File: src/rtl/display_pkg.sv
// Shared definitions for the LED matrix display path.
//
// Contents:
//   N_ROWS / N_COLS : matrix geometry (6x6)
//   ROW_IDX_W       : width of a row index / write pointer
//   cmd_t           : command field carried in rx_data[7:6]
//   col_off()       : column value that turns every LED off for a given polarity
//   col_drive()     : maps a lit-pixel pattern onto the column pins
package display_pkg;

  localparam int N_ROWS    = 6;
  localparam int N_COLS    = 6;
  localparam int ROW_IDX_W = $clog2(N_ROWS);

  typedef enum logic [1:0] {
    CMD_SETPTR = 2'b00,
    CMD_WRITE  = 2'b01,
    CMD_CLEAR  = 2'b10,
    CMD_COMMIT = 2'b11
  } cmd_t;

  function automatic logic [N_COLS-1:0] col_off(input bit active_low);
    return active_low ? {N_COLS{1'b1}} : {N_COLS{1'b0}};
  endfunction

  function automatic logic [N_COLS-1:0] col_drive(input bit active_low,
                                                  input logic [N_COLS-1:0] pattern);
    return active_low ? ~pattern : pattern;
  endfunction

endpackage

File: src/rtl/led_matrix_scan_row_scan_ctr.sv
// Row-slot timing for the LED matrix scanner.
//
// Ports:
//   clk             in   system clock
//   rst             in   asynchronous active-high reset
//   row_idx         out  row currently being scanned (0 = top)
//   display_en      out  current tick lies in the lit part of the row slot
//   frame_boundary  out  last tick of the last row slot of a frame
//   frame_start_pre out  first tick of row 0 (registered by the parent into frame_start)
//
// All status outputs are combinational from the counters; the parent registers
// whatever reaches the pins.
module row_scan_ctr
  import display_pkg::*;
#(
  parameter int ROW_TICKS   = 2000,
  parameter int BLANK_TICKS = 16
) (
  input  logic                 clk,
  input  logic                 rst,
  output logic [ROW_IDX_W-1:0] row_idx,
  output logic                 display_en,
  output logic                 frame_boundary,
  output logic                 frame_start_pre
);

  localparam int TICK_W = (ROW_TICKS > 1) ? $clog2(ROW_TICKS) : 1;
  localparam logic [TICK_W-1:0]    TICK_LAST = TICK_W'(ROW_TICKS - 1);
  localparam logic [TICK_W-1:0]    DISP_END  = TICK_W'(ROW_TICKS - BLANK_TICKS);
  localparam logic [ROW_IDX_W-1:0] ROW_LAST  = ROW_IDX_W'(N_ROWS - 1);

  logic [TICK_W-1:0] tick;
  logic              run;

  // The scan is held for one clock after reset release so that the first lit
  // row appears on the second rising edge; this also gives the release a full
  // cycle to settle before any counter moves.
  always_ff @(posedge clk or posedge rst) begin
    if (rst) begin
      run <= 1'b0;
    end else begin
      run <= 1'b1;
    end
  end

  // tick walks through one row slot; row_idx steps once per slot and wraps
  // after the bottom row.
  always_ff @(posedge clk or posedge rst) begin
    if (rst) begin
      tick    <= '0;
      row_idx <= '0;
    end else if (run) begin
      if (tick == TICK_LAST) begin
        tick    <= '0;
        row_idx <= (row_idx == ROW_LAST) ? '0 : row_idx + 1'b1;
      end else begin
        tick <= tick + 1'b1;
      end
    end
  end

  assign display_en      = run && (tick < DISP_END);
  assign frame_boundary  = run && (tick == TICK_LAST) && (row_idx == ROW_LAST);
  assign frame_start_pre = run && (tick == '0) && (row_idx == '0);

endmodule

File: src/rtl/led_matrix_scan.sv
// LED matrix scanner: consumes command bytes from the UART receiver, builds a
// shadow frame, swaps it into the displayed frame at frame boundaries and
// time-multiplexes the 6 rows with a blanking gap between row slots.
//
// Ports:
//   clk            in   system clock
//   rst            in   asynchronous active-high reset
//   rx_data[7:0]   in   received byte: [7:6] command, [5:0] payload
//   rx_valid       in   one-cycle strobe qualifying rx_data
//   row[5:0]       out  one-hot row enable, bit 0 = top row
//   col[5:0]       out  column drive for the enabled row
//   frame_start    out  one-cycle pulse as row 0 lights for a new frame
//   commit_pending out  a COMMIT is waiting for the next frame boundary
module led_matrix_scan
  import display_pkg::*;
#(
  parameter int ROW_TICKS      = 2000,
  parameter int BLANK_TICKS    = 16,
  parameter int COL_ACTIVE_LOW = 1
) (
  input  logic              clk,
  input  logic              rst,
  input  logic [7:0]        rx_data,
  input  logic              rx_valid,
  output logic [N_ROWS-1:0] row,
  output logic [N_COLS-1:0] col,
  output logic              frame_start,
  output logic              commit_pending
);

  localparam bit                  ACTIVE_LOW = (COL_ACTIVE_LOW != 0);
  localparam logic [N_COLS-1:0]   COL_OFF    = col_off(ACTIVE_LOW);
  localparam logic [ROW_IDX_W-1:0] PTR_LAST  = ROW_IDX_W'(N_ROWS - 1);

  logic [ROW_IDX_W-1:0] row_idx;
  logic                 display_en;
  logic                 frame_boundary;
  logic                 frame_start_pre;

  logic [N_COLS-1:0]    shadow [N_ROWS];
  logic [N_COLS-1:0]    active [N_ROWS];
  logic [ROW_IDX_W-1:0] ptr;

  cmd_t                 cmd;
  logic [N_ROWS-1:0]    row_onehot;

  assign cmd        = cmd_t'(rx_data[7:6]);
  assign row_onehot = {{(N_ROWS-1){1'b0}}, 1'b1} << row_idx;

  row_scan_ctr #(
    .ROW_TICKS   (ROW_TICKS),
    .BLANK_TICKS (BLANK_TICKS)
  ) u_row_scan_ctr (
    .clk             (clk),
    .rst             (rst),
    .row_idx         (row_idx),
    .display_en      (display_en),
    .frame_boundary  (frame_boundary),
    .frame_start_pre (frame_start_pre)
  );

  // Command decode into the shadow frame. SETPTR values past the last row are
  // dropped rather than clamped so a corrupted byte cannot move the pointer.
  always_ff @(posedge clk or posedge rst) begin
    if (rst) begin
      for (int i = 0; i < N_ROWS; i++) begin
        shadow[i] <= '0;
      end
      ptr <= '0;
    end else if (rx_valid) begin
      case (cmd)
        CMD_SETPTR: begin
          if (rx_data[ROW_IDX_W-1:0] <= PTR_LAST) begin
            ptr <= rx_data[ROW_IDX_W-1:0];
          end
        end
        CMD_WRITE: begin
          shadow[ptr] <= rx_data[N_COLS-1:0];
          ptr         <= (ptr == PTR_LAST) ? '0 : ptr + 1'b1;
        end
        CMD_CLEAR: begin
          for (int i = 0; i < N_ROWS; i++) begin
            shadow[i] <= '0;
          end
          ptr <= '0;
        end
        default: ;
      endcase
    end
  end

  // Commit handshake. The swap copies the shadow as registered at the start of
  // the boundary cycle, so a same-cycle WRITE/CLEAR misses this frame. A COMMIT
  // on the boundary is ordered after the clear and re-arms for the next frame.
  always_ff @(posedge clk or posedge rst) begin
    if (rst) begin
      for (int i = 0; i < N_ROWS; i++) begin
        active[i] <= '0;
      end
      commit_pending <= 1'b0;
    end else begin
      if (frame_boundary && commit_pending) begin
        active         <= shadow;
        commit_pending <= 1'b0;
      end
      if (rx_valid && (cmd == CMD_COMMIT)) begin
        commit_pending <= 1'b1;
      end
    end
  end

  // Pin registers: rows and columns are both forced off during blanking so the
  // next row never sees the previous row's column pattern.
  always_ff @(posedge clk or posedge rst) begin
    if (rst) begin
      row         <= '0;
      col         <= COL_OFF;
      frame_start <= 1'b0;
    end else begin
      row         <= display_en ? row_onehot : '0;
      col         <= display_en ? col_drive(ACTIVE_LOW, active[row_idx]) : COL_OFF;
      frame_start <= frame_start_pre;
    end
  end

endmodule

File: config.mk
export PLATFORM = sky130hd
export DESIGN_NAME = led_matrix_scan
export DESIGN_NICKNAME = d
export VERILOG_FILES = /design/src/rtl/display_pkg.sv /design/src/rtl/led_matrix_scan_row_scan_ctr.sv /design/src/rtl/led_matrix_scan.sv
export SDC_FILE = /design/constraint.sdc
export NUM_CORES = 1
export LEC_CHECK = 0
export BUFFER_PORTS_ARGS = -buffer_cell sky130_fd_sc_hd__buf_4
export CAP_MARGIN = 20
export CORE_ASPECT_RATIO = 0.6
export CORE_MARGIN = 2
export CORE_UTILIZATION = 40
export CTS_CLUSTER_DIAMETER = 100
export CTS_CLUSTER_SIZE = 24
export DETAILED_ROUTE_END_ITERATION = 16
export SETUP_SLACK_MARGIN = 0.05
export SLEW_MARGIN = 5
export SYNTH_ARGS = -nofsm -noshare
export SYNTH_HDL_FRONTEND = slang
export SYNTH_HIERARCHICAL = 1
export SYNTH_SLANG_ARGS = --single-unit
File: constraint.sdc
create_clock -name clk -period 2.7 [get_ports clk]
set_clock_uncertainty 0.2 [all_clocks]
set_input_delay 0.135 -clock clk [delete_from_list [all_inputs] [get_ports clk]]
set_output_delay 0.135 -clock clk [all_outputs]
set_load 0.05 [all_outputs]
# Word-level counts from Yosys, hierarchy flattened
# Cells that the tools add are included.
# totals
reg_bits	104
in_bits	11
wordCells	72
# op_classes
n_addsub	3
magnitude_cmp	5
n_eq_ne	7
shifts	1
n_mux	16
bitwise_logic	3
n_reduce_logical	17
# ops
operator	count
one-hot mux 36 bit (2 select lines)	1
bitwise mux 36 bit	1
2-to-1 mux 6 bit	5
binary-select mux 6 bit (select 3 bit)	1
demux 6 bit (select 3 bit)	1
adder 11 x 1 -> 11 bit, second input constant	1
== test 11 bit, second input constant	1
logical NOT 11 bit	1
less-than comparator 11 bit, second input constant	1
2-to-1 mux 11 bit	1
2-to-1 mux 3 bit	3
one-hot mux 3 bit (3 select lines)	1
>= comparator 4 bit, second input constant	2
logical AND 1 bit	8
NOT 3 -> 4 bit	2
adder 3 x 1 -> 3 bit, second input constant	2
== test 3 bit, second input constant	2
NOT 6 bit	1
left shift 1 x 3 -> 6 bit, first input constant	1
== test 2 bit, second input constant	2
less-than comparator 4 x 1 -> 1 bit, second input constant	1
AND reduction 2 bit	2
nonzero test 2 bit	2
<= comparator 3 bit, second input constant	1
7 further kinds	8

# Logic depth before layout (Yosys ltp)
# Gate-level depths: netlist of the first run.
# logic_depth
depth_word	7
ltp_mapped	7
depth_no_buf	6

# By module
# The synthesis of the first run kept the hierarchy.
# modules_own_cells
module	instances	cells_per_inst	area_per_inst_um2	seq_area_each_um2
led_matrix_scan	1	269	3758.6	2234.6
row_scan_ctr	1	85	833.3	375.4

# Least setup slack after synthesis of the first run
# Ideal clock, no wire load.
# synth_path
path_kind	register -> register
from	register u_row_scan_ctr.tick[4]
to	register active[0] (netlist name)
setup_time_ps	125
arrival_time_ps	2116
slack_ps	259
path_stages_with_launch	7
n_path_buf	1
period_less_slack_ps	2441
path_cell_list	dfrtp_1 -> or3b_4 -> or3_1 -> nor3_1 -> nand2_1 -> buf_2 -> mux2_2
# synth_between
elab_chain_cells	4
# synth_rtl
item	line	text
start: declaration	led_matrix_scan_row_scan_ctr.sv:32	logic [TICK_W-1:0] tick;
start signal: assignment	led_matrix_scan_row_scan_ctr.sv:57	tick <= tick + 1'b1;
== test 11 bit	led_matrix_scan_row_scan_ctr.sv:63	assign frame_boundary = run && (tick == TICK_LAST) && (row_idx == ROW_LAST);
logical AND 1 bit (2 in series)	led_matrix_scan_row_scan_ctr.sv:63	
via frame_boundary	led_matrix_scan.sv:37	logic frame_boundary;
logical AND 1 bit	led_matrix_scan.sv:102	if (frame_boundary && commit_pending) begin
end signal: assignment	led_matrix_scan.sv:103	active <= shadow;
end: declaration	led_matrix_scan.sv:41	logic [N_COLS-1:0] active [N_ROWS];
# The timed path passes the listed nets, and every way through them passes these cells.
# A chain may end at the register's enable or synchronous reset.

# Worst setup path in the final report of the first run
# layout_path
from	register u_row_scan_ctr.tick[10]
to	register active[7] (netlist name)
# The elaborated chain is that of the path after synthesis.

==> results of run 1 <==
[cell families after synthesis]
family                   after synthesis  synth area share (%)
adder cells (fa/ha/maj)                7                  1.91
AO/OA/AOI/OAI                         73                  12.3
multiplexers                          45                  13.1
AND/OR/NAND/NOR                       92                  12.3
flip-flops                           104                  56.8
buffers and inverters                 28                  2.75
XOR/XNOR                               4                 0.763
other                                  1                0.0817
[synthesized netlist by cell type (5+ instances only)]
master / instances
dfrtp_1: 98
mux2_2: 37
a22o_1: 30
nand2_1: 17
inv_1: 12
nand3_1: 12
nor2b_1: 9
o21ai_0: 9
buf_2: 7
ha_1: 7
nand2b_1: 7
nor2_1: 7
a21oi_1: 6
a222oi_1: 6
clkbuf_1: 6
dfstp_2: 6
mux4_1: 5
nor3_1: 5
[worst paths after layout]
check	from	end	slack [ps]	cells past startpoint
max in group asynchronous	rst	col[3]$_DFF_PP1_	1450	4
hold / removal	rx_data[1]	ptr[1]$_DFFE_PP0P_	10	4
setup reg to reg	u_row_scan_ctr/tick[10]$_DFFE_PP0P_	active[7]$_DFFE_PP0P_	220	6
hold reg to reg	active[4]$_DFFE_PP0P_	col[4]$_DFF_PP1_	230	1
setup / recovery	u_row_scan_ctr/tick[10]$_DFFE_PP0P_	active[7]$_DFFE_PP0P_	220	6
min in group asynchronous	rst	shadow[20]$_DFFE_PP0P_	110	3
[stage by stage]
stage          instances  utilization, %  setup WS (ps)
6_report             535            47.1            219
5_1_grt              535            47.1            107
4_1_cts              535            47.1            256
3_5_place_dp         516            44.2            262
3_3_place_gp         516            44.2            364
2_1_floorplan        354               -           68.0
[layer usage]
metal	vias to the layer above	part of all wire [%]	track usage, %
met5	-	0	0
met4	0	0.46	3.69
met3	5	5.9	5.83
met2	68	40	23.0
met1	1504	54	27.9
li1	1396	-	-
[registers in the layout (all words and copies together), names as in the netlist]
| register | cells |
|---|---|
| u_row_scan_ctr/run | 1 |
| u_row_scan_ctr/row_idx | 3 |
| frame_start | 1 |
| active | 36 |
| u_row_scan_ctr/tick | 11 |
| row | 6 |
| ptr | 3 |
| shadow | 36 |
| commit_pending | 1 |
| col | 6 |
[power breakdown]
| part | total [W] | switching (W) | internal [W] |
|---|---|---|---|
| Clock | 0.00129 | 0.000616 | 0.000675 |
| Sequential | 0.00187 | 0.000152 | 0.00172 |
| Combinational | 0.000456 | 0.000238 | 0.000218 |
[worst register-to-register path, stage by stage, from the launching register on]
cell	delay [ps]
dfrtp_1	450
or3b_4	430
or3_1	380
nor3_1	260
nand2_1	130
buf_12	190
mux2_2	330
[layout make-up]
cell class	instances	area [um^2]	share of cell area [%]
Multi-Input combinational cell	222	1860	35.0
Tap cell	144	180	3.40
Sequential cell	104	2610	49.2
Timing Repair Buffer	37	310	5.85
Inverter	12	46.3	0.873
Clock buffer	10	239	4.51
Clock inverter	6	61.3	1.16
[what timing repair did]
item                                   in CTS  in global routing
hold buffers                                3                  0
endpoints found under the hold margin     102                  0
resized for setup                           0                  0
setup endpoints to repair                   0                  0
==> impl_metrics.yaml, run 1 <==
yosys:
  synth.net_count: 372
  yosysSeqAreaShare_pct: 56.8
  synth-seq-cells: 104
  synth.cell_area_mm2: 0.00459
  yosysWarnings: 6
  synth_largest_area_cell: "dfrtp_1"
  synth-main-ff-cell: "dfrtp_1"
  synthArstFlopShare_pct: 100
  netlist.area_leader.share_pct: 53.4
  avgSynthCellArea_um2: 13.0
  ys_types: 59
  synth-edff-count: 0
  syn_inst: 354
  synth_area_leaders: "dfrtp_1 (53%), mux2_2 (9.1%), a22o_1 (5.7%)"
die:
  design.core.area_mm2: 0.0113
  die_y_um: 87.0
  start_util_pct: 40.8
  rows: 30
  die_x_um: 142
  dieArea_mm2: 0.0124
  io_pins: 25
critical_path:
  cp.required_ps: 2730
  worstPathMaxFanout: 36
  path_cells: "or3b_4 -> or3_1 -> nor3_1 -> nand2_1 -> buf_12 -> mux2_2"
  worst_path_largest_cell_delay_ps: 450
  critical_path_buf_inv_count: 1
  cpMaxStageDelayCell: "dfrtp_1"
  cp-end-kind: "register"
  start_kind: "register"
  crit_family: "simple AND/OR/NAND/NOR gates"
  critPathArrivalTime_ps: 2510
  crit_type: "register to register"
final_layout:
  fillCellCount: 1003
  finalNetCount: 404
  drive_gt1_share_pct: 27.4
  area_growth_pct: 15.5
  diodes: 0
  layout_commonest_cell: "dfrtp_1"
  mostFrequentLayoutCells: "dfrtp_1 (98), mux2_2 (37), buf_4 (32), a22o_1 (30), nand2_1 (17)"
  finalInstanceArea_mm2: 0.00530
drt:
  dr.first_iter.drc_count: 234
  drc: 0
  routed_via_density: 5.56
  drt_pass1_iterations: 4
  wl_mm: 9.77
  drtAntennaViolNets: 0
  wl_per_cell_um: 18.3
  vias: 2973
placed_design:
  gp_congestion: 0.893
  dpl_cell_area_mm2: 0.00497
  portBuffers: 24
  dp_hpwl_mm: 6.97
sta:
  min_period_ps: 2480
  drv_slew: 0
  tightest_slew_ps: 706
  period_share_pct: 91.9
  setup-tns-final_ps: 0
  setup_viol: 0
  fmax_mhz: 403
  hold_viol_final: 0
  holdWs_ps: 15.0
  maxSlewHeadroom_pct: 52.6
  grt_setup_unrepaired: "no"
clock_tree:
  clk_latency_ps: 350
  root_buffer: "clkbuf_16"
  cts_setup_buffers: 0
  numClockSinks: 104
  cts.path.max_buffers: 2
  cts_tree: "yes"
  clk_pin_slew_worst_paths_ps: 70
  cts_max_level: 3
  cts_buffers: 9
global_routing:
  grt_util_all_layers_pct: 17.6
  grt_pass1_wl_mm: 16.4
  antenna_found_initial: 0
  grt_pass1_vias: 2955
  grt.overflow.total: 0
  grt_max_degree: 43
min_path:
  hold_path.class: "input port to register"
run:
  maxCapViolCount: 0
pwr:
  finalPower_w: 0.00362
  p_leak_nw: 2.50
  p_per_area_mw_per_mm2: 682
  irDropWorstVdd_v: 0.000334
run_status:
  status: "completed"
Power figures use the tool's default switching activity.
==> run 2, diff against run 1 <==
--- a/config.mk
+++ b/config.mk
@@ -9,10 +9,11 @@
 export CAP_MARGIN = 20
 export CORE_ASPECT_RATIO = 0.6
 export CORE_MARGIN = 2
-export CORE_UTILIZATION = 40
+export CORE_UTILIZATION = 55
 export CTS_CLUSTER_DIAMETER = 100
 export CTS_CLUSTER_SIZE = 24
 export DETAILED_ROUTE_END_ITERATION = 16
+export PLACE_DENSITY = 0.76
 export SETUP_SLACK_MARGIN = 0.05
 export SLEW_MARGIN = 5
 export SYNTH_ARGS = -nofsm -noshare
==> constraint.sdc (replaced) <==
create_clock -name clk -period 2.2 [get_ports clk]
set_clock_uncertainty 0.2 [all_clocks]
set_input_delay 0.44 -clock clk [delete_from_list [all_inputs] [get_ports clk]]
set_output_delay 0.44 -clock clk [all_outputs]
set_load 0.05 [all_outputs]
==> impl_metrics.yaml, run 2 (synthesized netlist as in run 1, its figures left out) <==
run_status:
  status: "completed"
placed_design:
  portBuffers: 24
  dpl_cell_area_mm2: 0.00512
  dp_hpwl_mm: 7.24
  placed_cells: 501
  gp_congestion: 0.906
drt:
  wl_mm: 10.3
  vias: 3129
  drtAntennaViolNets: 0
  wl_per_cell_um: 19.8
  routed_via_density: 6.02
  drc: 0
  dr.first_iter.drc_count: 248
  drt_pass1_iterations: 4
pwr:
  p_sw_w: 0.00120
  swShare_pct: 27.1
  pwr-share-seq_pct: 51.3
  comb_power_share_pct: 15.2
  pwr-share-clk_pct: 33.5
  intPower_w: 0.00323
  p_per_area_mw_per_mm2: 818
  irDropWorstVdd_v: 0.000484
  p_leak_nw: 2.60
final_layout:
  fillCellCount: 572
  diodes: 0
  mostFrequentLayoutCells: "dfrtp_1 (98), buf_4 (54), mux2_2 (37), a22o_1 (30), nand2_1 (16)"
  finalInstanceArea_mm2: 0.00543
  finalNetCount: 425
  final_cells: 520
  fin_util_pct: 68.0
  area_growth_pct: 18.1
  layout_commonest_cell: "dfrtp_1"
  top_regs: "active (36), shadow (36), u_row_scan_ctr/tick (11)"
  drive_gt1_share_pct: 31.8
critical_path:
  worstPathMaxFanout: 20
  crit_type: "register to register"
  cp.required_ps: 2230
  cp-end-kind: "register"
  startpoint: "u_row_scan_ctr/tick[5]$_DFFE_PP0P_"
  start_kind: "register"
  critPathArrivalTime_ps: 2220
  r2r-start: "u_row_scan_ctr/tick[5]$_DFFE_PP0P_"
clock_tree:
  clk_pin_slew_worst_paths_ps: 60
  root_buffer: "clkbuf_16"
  cts_buffers: 9
  clk_latency_ps: 340
  numClockSinks: 104
  cts_max_level: 3
  cts_tree: "yes"
  cts.path.max_buffers: 2
  ctsResizeCount: 0
sta:
  grt_setup_unrepaired: "yes"
  tightest_slew_ps: 625
  drv_slew: 0
  fmax_mhz: 457
  min_period_ps: 2190
  setup_viol: 0
  hold_viol_final: 0
  period_share_pct: 99.5
  setup-tns-final_ps: 0
  maxSlewHeadroom_pct: 58.3
global_routing:
  grt.overflow.total: 0
  grt_pass1_vias: 3066
  grt_util_all_layers_pct: 25.3
  grt_pass1_wl_mm: 16.9
  antenna_found_initial: 0
  grt_max_degree: 55
die:
  start_util_pct: 57.6
  die_y_um: 74.8
  rows: 25
  die_x_um: 122
  design.core.area_mm2: 0.00798
  dieArea_mm2: 0.00912
  io_pins: 25
run:
  maxCapViolCount: 0
min_path:
  worstHoldStart: "rx_valid"
  hold_path.class: "input port to register"
[run 2: changes by cell type in the layout (fill, tap and decap cells not counted), sizes merged]
cell / change
clkbuf: +2
clkinvlp: +2
clkinv: -1
dlygate4sd3: -2
inv: -3
buf: +23
[run 2: repair_timing]
item	4_1_cts	5_1_grt
setup endpoints to repair	32	36
hold endpoints to repair	17	0
hold buffers	1	0
pin swaps	0	1
setup buffers	0	2
[run 2: worst max-delay path: stages (launching register included)]
cell and delay (ps):
dfrtp_1 380, or3b_4 400, or3_4 350, nor3_4 180, nand2_4 100, buf_12 170
mux2_2 280
[run 2: final cells by class]
class                           instances  area [um^2]  share of cell area [%]
Multi-Input combinational cell        222         1880                    34.6
Tap cell                              108          135                    2.49
Inverter                               12         48.8                   0.899
Sequential cell                       104         2610                    48.1
Timing Repair Buffer                   58          475                    8.76
Clock buffer                           12          246                    4.54
Clock inverter                          4         30.0                   0.554
[run 2: final timing paths]
check	to	slack [ps]	depth (start not counted)
max	active[8]$_DFFE_PP0P_	10	6
min	commit_pending$_DFFE_PP0P_	190	3
max reg2reg	active[8]$_DFFE_PP0P_	10	6
min reg2reg	col[3]$_DFF_PP1_	230	1
max in group asynchronous	ptr[1]$_DFFE_PP0P_	700	4
min in group asynchronous	shadow[8]$_DFFE_PP0P_	480	3
[run 2: per-layer routing]
| metal | wire (um) | global-route usage [%] | vias to the layer above | share of wire [%] |
|---|---|---|---|---|
| li1 | - | - | 1432 | - |
| met1 | 5150 | 37.5 | 1569 | 50 |
| met2 | 4340 | 37.6 | 120 | 42 |
| met3 | 732 | 6.59 | 8 | 7.1 |
| met4 | 93 | 7.02 | 0 | 0.90 |
| met5 | 0 | 0 | - | 0 |
[run 2: power groups by stage]
| stage | Clock [W] | Combinational (W) | Sequential (W) |
|---|---|---|---|
| detailed placement | 0 | 0.000644 | 0.00230 |
| global route | 0.00158 | 0.000746 | 0.00230 |
| floorplan | 0 | 0.000439 | 0.00225 |
| global placement | 0 | 0.000621 | 0.00229 |
| CTS | 0.00151 | 0.000651 | 0.00227 |
| finish | 0.00149 | 0.000674 | 0.00227 |
[run 2: per-stage QoR]
stage	setup WS (ps)	total power, W	hold WS [ps]
after global routing	-32.4	0.00462	219
final	12.0	0.00444	190
after CTS	10.7	0.00443	178
after floorplan	-2.51	0.00269	141
after detailed placement	21.3	0.00295	206
after global placement	89.4	0.00291	205
==> run 3, diff against run 2 <==
--- a/config.mk
+++ b/config.mk
@@ -6,16 +6,15 @@
 export NUM_CORES = 1
 export LEC_CHECK = 0
 export BUFFER_PORTS_ARGS = -buffer_cell sky130_fd_sc_hd__buf_4
-export CAP_MARGIN = 20
+export CAP_MARGIN = 5
 export CORE_ASPECT_RATIO = 0.6
 export CORE_MARGIN = 2
-export CORE_UTILIZATION = 55
+export CORE_UTILIZATION = 45
 export CTS_CLUSTER_DIAMETER = 100
 export CTS_CLUSTER_SIZE = 24
 export DETAILED_ROUTE_END_ITERATION = 16
-export PLACE_DENSITY = 0.76
 export SETUP_SLACK_MARGIN = 0.05
-export SLEW_MARGIN = 5
+export SLEW_MARGIN = 20
 export SYNTH_ARGS = -nofsm -noshare
 export SYNTH_HDL_FRONTEND = slang
 export SYNTH_HIERARCHICAL = 1
==> impl_metrics.yaml, run 3 (synthesized netlist as in run 1, its figures left out) <==
final_layout:
  drive_gt1_share_pct: 32.4
  finalInstanceArea_mm2: 0.00550
  mostFrequentLayoutCells: "dfrtp_1 (98), buf_4 (54), mux2_2 (37), a22o_1 (30), nand2_1 (16)"
  diodes: 0
  top_regs: "active (36), shadow (36), u_row_scan_ctr/tick (11)"
  layout_commonest_cell: "dfrtp_1"
  finalNetCount: 426
  area_growth_pct: 19.8
  final_cells: 548
critical_path:
  startpoint: "u_row_scan_ctr/tick[5]$_DFFE_PP0P_"
  worst_path_largest_cell_delay_ps: 400
  crit_family: "simple AND/OR/NAND/NOR gates"
  crit_type: "register to register"
  cp-end-kind: "register"
  critPathArrivalTime_ps: 2200
  path_cells: "or3b_4 -> or3_4 -> nor3_4 -> nand2_4 -> buf_12 -> mux2_2"
  cpMaxStageDelayCell: "or3b_4"
  r2r-start: "u_row_scan_ctr/tick[5]$_DFFE_PP0P_"
  critical_path_buf_inv_count: 1
  cp.required_ps: 2230
  worstPathMaxFanout: 18
  start_kind: "register"
min_path:
  worstHoldStart: "rx_valid"
  hold_path.class: "input port to register"
clock_tree:
  ctsResizeCount: 0
  numClockSinks: 104
  root_buffer: "clkbuf_16"
  cts_max_level: 3
  cts.path.max_buffers: 2
  clk_latency_ps: 340
  cts_tree: "yes"
  cts_buffers: 9
  cts_setup_buffers: 0
  clk_pin_slew_worst_paths_ps: 70
die:
  rows: 28
  design.core.area_mm2: 0.00988
  io_pins: 25
  dieArea_mm2: 0.0111
  start_util_pct: 46.5
  die_x_um: 134
  die_y_um: 82.2
sta:
  fin_ws_ps: 29.4
  tightest_slew_ps: 631
  min_period_ps: 2170
  holdWs_ps: 204
  fmax_mhz: 461
  grt_setup_unrepaired: "yes"
  period_share_pct: 98.7
  drv_slew: 0
  setup-tns-final_ps: 0
  hold_viol_final: 0
  maxSlewHeadroom_pct: 57.9
  setup_viol: 0
pwr:
  irDropWorstVdd_v: 0.000420
  p_per_area_mw_per_mm2: 817
  p_leak_nw: 2.63
drt:
  vias: 3132
  routed_via_density: 5.72
  dr.first_iter.drc_count: 197
  drt_pass1_iterations: 5
  wl_mm: 9.95
  drtAntennaViolNets: 0
  wl_per_cell_um: 18.2
  drc: 0
run_status:
  status: "completed"
run:
  maxCapViolCount: 0
global_routing:
  grt_max_degree: 43
  grt.overflow.total: 0
  grt_pass1_vias: 2911
  grt_util_all_layers_pct: 19.8
  grt_pass1_wl_mm: 16.3
  antenna_found_initial: 0
placed_design:
  placed_cells: 531
  dpl_cell_area_mm2: 0.00519
  gp_congestion: 0.859
  dp_hpwl_mm: 7.53
  portBuffers: 24
  place_ws_ps: 38.5
## run 3: cell count changes in the layout (fill, tap and decap cells not counted)
cell | before | now
clkinvlp_4 | 2 | 1
inv_6 | 0 | 2
clkbuf_1 | 2 | 0
clkinv_2 | 1 | 0
clkbuf_8 | 1 | 2
buf_12 | 3 | 4
inv_8 | 0 | 1
## run 3: worst min-delay path: stages
cell and delay [ps]:
buf_4 90, nand2_1 80, o21ai_0 90
## run 3: through the flow
stage / util (%) / total power, W
2_1_floorplan: - / 0.00269
3_3_place_gp: 52.6 / 0.00295
3_5_place_dp: 52.6 / 0.00297
4_1_cts: 55.7 / 0.00454
5_1_grt: 55.7 / 0.00473
6_report: 55.7 / 0.00450
## run 3: final timing paths
check / cells after the start / endpoint / slack (ps)
worst max-delay path: 6 / active[9]$_DFFE_PP0P_ / 30
worst min-delay path: 3 / commit_pending$_DFFE_PP0P_ / 200
worst max register to register: 6 / active[9]$_DFFE_PP0P_ / 30
worst min register to register: 1 / col[2]$_DFF_PP1_ / 220
max in group asynchronous: 5 / active[7]$_DFFE_PP0P_ / 660
min in group asynchronous: 3 / row[1]$_DFF_PP0_ / 420
## run 3: per-layer routing
layer	vias to the layer above	track usage, %	share of wire (%)
met2	110	27.1	40
li1	1445	-	-
met1	1570	31.4	52
met5	-	0	0
met3	7	4.95	7.5
met4	0	4.42	0.80
## run 3: final cells by class
type | count | area (um^2)
repair buffers | 59 | 495
fillers | 858 | 4380
flip-flops and latches | 104 | 2610
clock inverters | 5 | 46.3
multi-input cells | 222 | 1880
well taps | 135 | 169
inverters | 12 | 48.8
clock buffers | 11 | 253
## run 3: repair_timing
| action | 4_1_cts | 5_1_grt |
|---|---|---|
| endpoints found under the setup margin | 13 | 36 |
| endpoints found under the hold margin | 7 | 0 |
| hold buffers | 1 | 0 |
## run 3: report_power, final
group / leakage (nW) / total, W / internal (W) / switching (W)
Clock: 0.149 / 0.00156 / 0.000849 / 0.000708
Combinational: 1.11 / 0.000678 / 0.000325 / 0.000353
Sequential: 1.37 / 0.00226 / 0.00211 / 0.000152
Total: 2.63 / 0.00450 / 0.00328 / 0.00121
